### src/rtl/uart_rx_byte.sv
// uart_rx_byte: 8N1 serial receiver for the byte holding register.
// rx is double-flopped into rx_s. Each frame is aligned on the middle of the
// start bit, so every later full-bit count lands mid-bit. A low stop bit
// raises frame_err and parks the FSM in BREAK until the line returns high.
module uart_rx_byte #(
  parameter int CLKS_PER_BIT = 434
) (
  input  logic       clk,
  input  logic       reset,
  input  logic       rx,
  output logic [7:0] data_out,
  output logic       data_valid,
  output logic       frame_err,
  output logic       busy
);

  localparam int CW = (CLKS_PER_BIT > 1) ? $clog2(CLKS_PER_BIT) : 1;
  localparam logic [CW-1:0] BIT_END = CW'(CLKS_PER_BIT - 1);
  localparam logic [CW-1:0] MID     = CW'((CLKS_PER_BIT - 1) / 2);

  localparam logic [2:0] IDLE  = 3'd0;
  localparam logic [2:0] START = 3'd1;
  localparam logic [2:0] DATA  = 3'd2;
  localparam logic [2:0] STOP  = 3'd3;
  localparam logic [2:0] BRK   = 3'd4;

  logic          rx_p0;
  logic          rx_s;
  logic [2:0]    state;
  logic [CW-1:0] counter;
  logic [2:0]    bit_idx;
  logic [7:0]    shift;

  // Two-flop synchroniser for the asynchronous line; idles high.
  always_ff @(posedge clk) begin
    if (!reset) begin
      rx_p0 <= 1'b1;
      rx_s  <= 1'b1;
    end else begin
      rx_p0 <= rx;
      rx_s  <= rx_p0;
    end
  end

  // Frame FSM, bit counter, shift register and registered outputs.
  always_ff @(posedge clk) begin
    if (!reset) begin
      state      <= IDLE;
      counter    <= '0;
      bit_idx    <= 3'd0;
      shift      <= 8'h00;
      data_out   <= 8'h00;
      data_valid <= 1'b0;
      frame_err  <= 1'b0;
      busy       <= 1'b0;
    end else begin
      data_valid <= 1'b0;
      case (state)
        IDLE: begin
          counter <= '0;
          if (!rx_s) begin
            state <= START;
            busy  <= 1'b1;
          end
        end
        START: begin
          if (counter == MID) begin
            counter <= '0;
            if (!rx_s) begin
              state   <= DATA;
              bit_idx <= 3'd0;
            end else begin
              // Start bit did not survive to mid-bit: treat as a glitch.
              state <= IDLE;
              busy  <= 1'b0;
            end
          end else begin
            counter <= counter + CW'(1);
          end
        end
        DATA: begin
          if (counter == BIT_END) begin
            counter        <= '0;
            shift[bit_idx] <= rx_s;
            if (bit_idx == 3'd7) begin
              state <= STOP;
            end else begin
              bit_idx <= bit_idx + 3'd1;
            end
          end else begin
            counter <= counter + CW'(1);
          end
        end
        STOP: begin
          if (counter == BIT_END) begin
            counter <= '0;
            if (rx_s) begin
              data_out   <= shift;
              data_valid <= 1'b1;
              frame_err  <= 1'b0;
              state      <= IDLE;
              busy       <= 1'b0;
            end else begin
              frame_err <= 1'b1;
              state     <= BRK;
            end
          end else begin
            counter <= counter + CW'(1);
          end
        end
        BRK: begin
          // A held-low line must go high before another frame can begin.
          counter <= '0;
          if (rx_s) begin
            state <= IDLE;
            busy  <= 1'b0;
          end
        end
        default: begin
          state   <= IDLE;
          counter <= '0;
          busy    <= 1'b0;
        end
      endcase
    end
  end

endmodule

### config.mk
export PLATFORM = sky130hd
export DESIGN_NAME = uart_rx_byte
export DESIGN_NICKNAME = d
export VERILOG_FILES = /design/src/rtl/uart_rx_byte.sv
export SDC_FILE = /design/constraint.sdc
export NUM_CORES = 1
export LEC_CHECK = 0
export ABC_AREA = 0
export BUFFER_PORTS_ARGS = -buffer_cell sky130_fd_sc_hd__clkbuf_2
export CORE_ASPECT_RATIO = 1.2
export CORE_MARGIN = 4
export CORE_UTILIZATION = 40
export CTS_BUF_LIST = sky130_fd_sc_hd__clkbuf_4 sky130_fd_sc_hd__clkbuf_8
export CTS_CLUSTER_DIAMETER = 40
export DETAILED_ROUTE_END_ITERATION = 10
export GPL_TIMING_DRIVEN = 0
export SLEW_MARGIN = 10
export SYNTH_ARGS = -nofsm -noshare
export SYNTH_HDL_FRONTEND = slang
export SYNTH_SLANG_ARGS = --single-unit
### constraint.sdc
create_clock -name clk -period 2.4 [get_ports clk]
set_input_delay 0.48 -clock clk [delete_from_list [all_inputs] [get_ports clk]]
set_output_delay 0.48 -clock clk [all_outputs]
set_load 0.05 [all_outputs]
==> results.sh <==
export IMPL_placed_cells=236
export IMPL_max_freq_mhz=475
export IMPL_grt_pass1_wl_um=5420
export IMPL_clockBufferDepth=2
export IMPL_yosys_warnings=0
export IMPL_cts_buffers=5
export IMPL_setup_violations=0
export IMPL_powerDensity_nw_per_um2=659
export IMPL_clkPwrFrac=0.375
export IMPL_crit_family="compound AO/OA/AOI/OAI gates"
export IMPL_ys_async_sr_fraction=0
export IMPL_min_path_type="in2reg"
export IMPL_clock_sinks=36
export IMPL_post_route_period_util=0.876
export IMPL_cts_setup_buffers=0
export IMPL_drt_wl_total_um=2970
export IMPL_hold_viol=0
export IMPL_synth_edf_count=0
export IMPL_placed_area_um2=1760
export IMPL_drive_above_1_share=0.201
export IMPL_root_buffer="clkbuf_8"
export IMPL_status="complete, no violations"
export IMPL_viasPerCell=5.05
export IMPL_io_buffers=13
export IMPL_intPower_mw=0.923
export IMPL_worstPathCellList="inv_1 -> ha_1 -> or4b_2 -> o31ai_2 -> o2111ai_1 -> mux2i_1"
export IMPL_stdcell_area_um2=1850
export IMPL_wire_per_inst_um=12.2
export IMPL_place_congestion=0.797
export IMPL_hpwl_um=2210
export IMPL_diodes=0
export IMPL_ioPinCount=14
export IMPL_crit_required_ns=2.56
export IMPL_track_usage=0.133
export IMPL_arrival_ns=2.27
export IMPL_setup_tns_final_ns=0
export IMPL_cap_violations=0
export IMPL_critPathLaunchType="register"
export IMPL_cts_tree="yes"
export IMPL_swShare=0.243
export IMPL_synthFlopType="dfxtp_1"
export IMPL_period_needed_ns=2.10
export IMPL_post_cts_resized=0
export IMPL_cp_end_kind="register"
export IMPL_maxSlewViolCount=0
export IMPL_clk_pin_slew_ns=0.07
export IMPL_overflow=0
export IMPL_postSynthCellCount=169
export IMPL_worst_path_buf_inv=1
export IMPL_finalNonFillerCells=243
export IMPL_syn_num_nets=177
export IMPL_die_height_um=77.8
export IMPL_p_sw_mw=0.297
export IMPL_synthToLayoutAreaGrowth_pct=14.1
export IMPL_cts_htree_levels=2
export IMPL_avgSynthCellArea_um2=9.60
export IMPL_ant_nets=0
export IMPL_tightest_slew_ns=0.792
export IMPL_route_detailed_drc=0
export IMPL_seq_area_frac_synth=0.444
export IMPL_fillers=407
export IMPL_netlist_area_um2=1620
export IMPL_p_total_mw=1.22
export IMPL_slowest_delay_ns=0.60
export IMPL_grt_max_degree=11
export IMPL_vias=1228
export IMPL_clk_latency_ns=0.28
export IMPL_synth_cell_types=43
export IMPL_antenna_found_initial=0
export IMPL_total_leakage_power_nw=0.729
export IMPL_coreArea_um2=3940
export IMPL_finClkSkew_ns=0.00494
export IMPL_criticalPathCategory="reg2reg"
export IMPL_crit_slowest_cell="or4b_2"
export IMPL_final_cell_mix="36 x dfxtp_1, 22 x nand2_1, 16 x nor2_1, 13 x clkbuf_2, 11 x mux2i_1"
export IMPL_rows=25
export IMPL_finalNetCount=197
export IMPL_synth_seq_cells=36
export IMPL_pwr_share_seq=0.503
export IMPL_max_slew_margin=0.469
export IMPL_start_util=0.412
export IMPL_drt_iter0_drc=46
export IMPL_dr_pass1_iters=4
export IMPL_cts_hold_fix_buffers=0
export IMPL_layout_commonest_cell="dfxtp_1"
export IMPL_crit_fanout=5
export IMPL_grt_pass1_vias=1208
export IMPL_vdd_ir_drop_worst_v=0.000444
export IMPL_die_w_um=66.1
export IMPL_dieArea_um2=5140
export IMPL_combPwrFrac=0.122
export IMPL_rsz0062_at_grt="no"
==> cells in the mapped netlist (5+ instances only) <==
cell type	n	area (um^2)
xnor2_1	6	52.6
nor2_1	16	60.1
ha_1	5	62.6
dfxtp_1	36	721
inv_1	7	26.3
nand2_1	22	82.6
mux2i_1	11	110
a22o_1	8	70.1
nand3_1	6	30.0
==> worst reg2reg max path, delay by kind of cell (launching register included) <==
family	cells	cell delay (ns)
AOI/OAI and AO/OA	2	0.64
adders and majority gates	1	0.14
buffers and inverters	1	0.07
DFF	1	0.35
muxes	1	0.18
and+or+nand+nor	1	0.60
==> area by class of cell <==
class | instances | area (um^2) | area share
Multi-Input combinational cell | 115 | 805 | 0.434
Sequential cell | 36 | 721 | 0.389
Clock buffer | 7 | 96.3 | 0.0520
Buffer | 11 | 71.3 | 0.0385
Tap cell | 54 | 67.6 | 0.0365
Timing Repair Buffer | 13 | 65.1 | 0.0351
Inverter | 7 | 26.3 | 0.0142
==> per-stage QoR <==
stage / utilization / hold slack (ns) / setup WS [ns]
after global routing: 0.470 / 0.402 / 0.124
after CTS: 0.470 / 0.369 / 0.289
final: 0.470 / 0.376 / 0.297
after global placement: 0.445 / 0.390 / 0.333
after detailed placement: 0.445 / 0.404 / 0.301
after floorplan: - / 0.386 / 0.492
==> worst paths after layout <==
check                  start        to  slack, ns  cells past startpoint
hold reg to reg        rx_p0      rx_s       0.41                      1
setup reg to reg  counter[0]  state[0]       0.30                      6
setup / recovery  counter[0]  state[0]       0.30                      6
hold / removal            rx     rx_p0       0.38                      2
==> power by group through the flow <==
stage | sequential [mW] | combinational, mW | clock, mW
finish | 0.613 | 0.149 | 0.458
global route | 0.615 | 0.167 | 0.488
CTS | 0.614 | 0.149 | 0.472
detailed placement | 0.627 | 0.149 | 0
global placement | 0.627 | 0.146 | 0
floorplan | 0.633 | 0.112 | 0
==> routing by layer <==
layer	GRT usage	up-vias	part of all wire
li1	-	633	-
met3	0.0391	6	0.035
met2	0.224	14	0.50
met4	0.0366	0	0.013
met5	0	-	0
met1	0.161	575	0.45
==> cells by family after synthesis <==
logic type	count (synthesis)	synth area share
xor gates and xnor gates	8	0.0432
AOI/OAI and AO/OA	24	0.120
buffers and inverters	18	0.0601
DFF	36	0.444
adders and majority gates	5	0.0386
and+or+nand+nor	67	0.226
muxes	11	0.0679
==> flip-flops by register name, indices dropped and copies added (netlist names) <==
name,count
shift,8
data_out,8
data_valid,1
rx_p0,1
state,3
counter,9
frame_err,1
rx_s,1
bit_idx,3
busy,1
(Power assumes the default switching activity.)
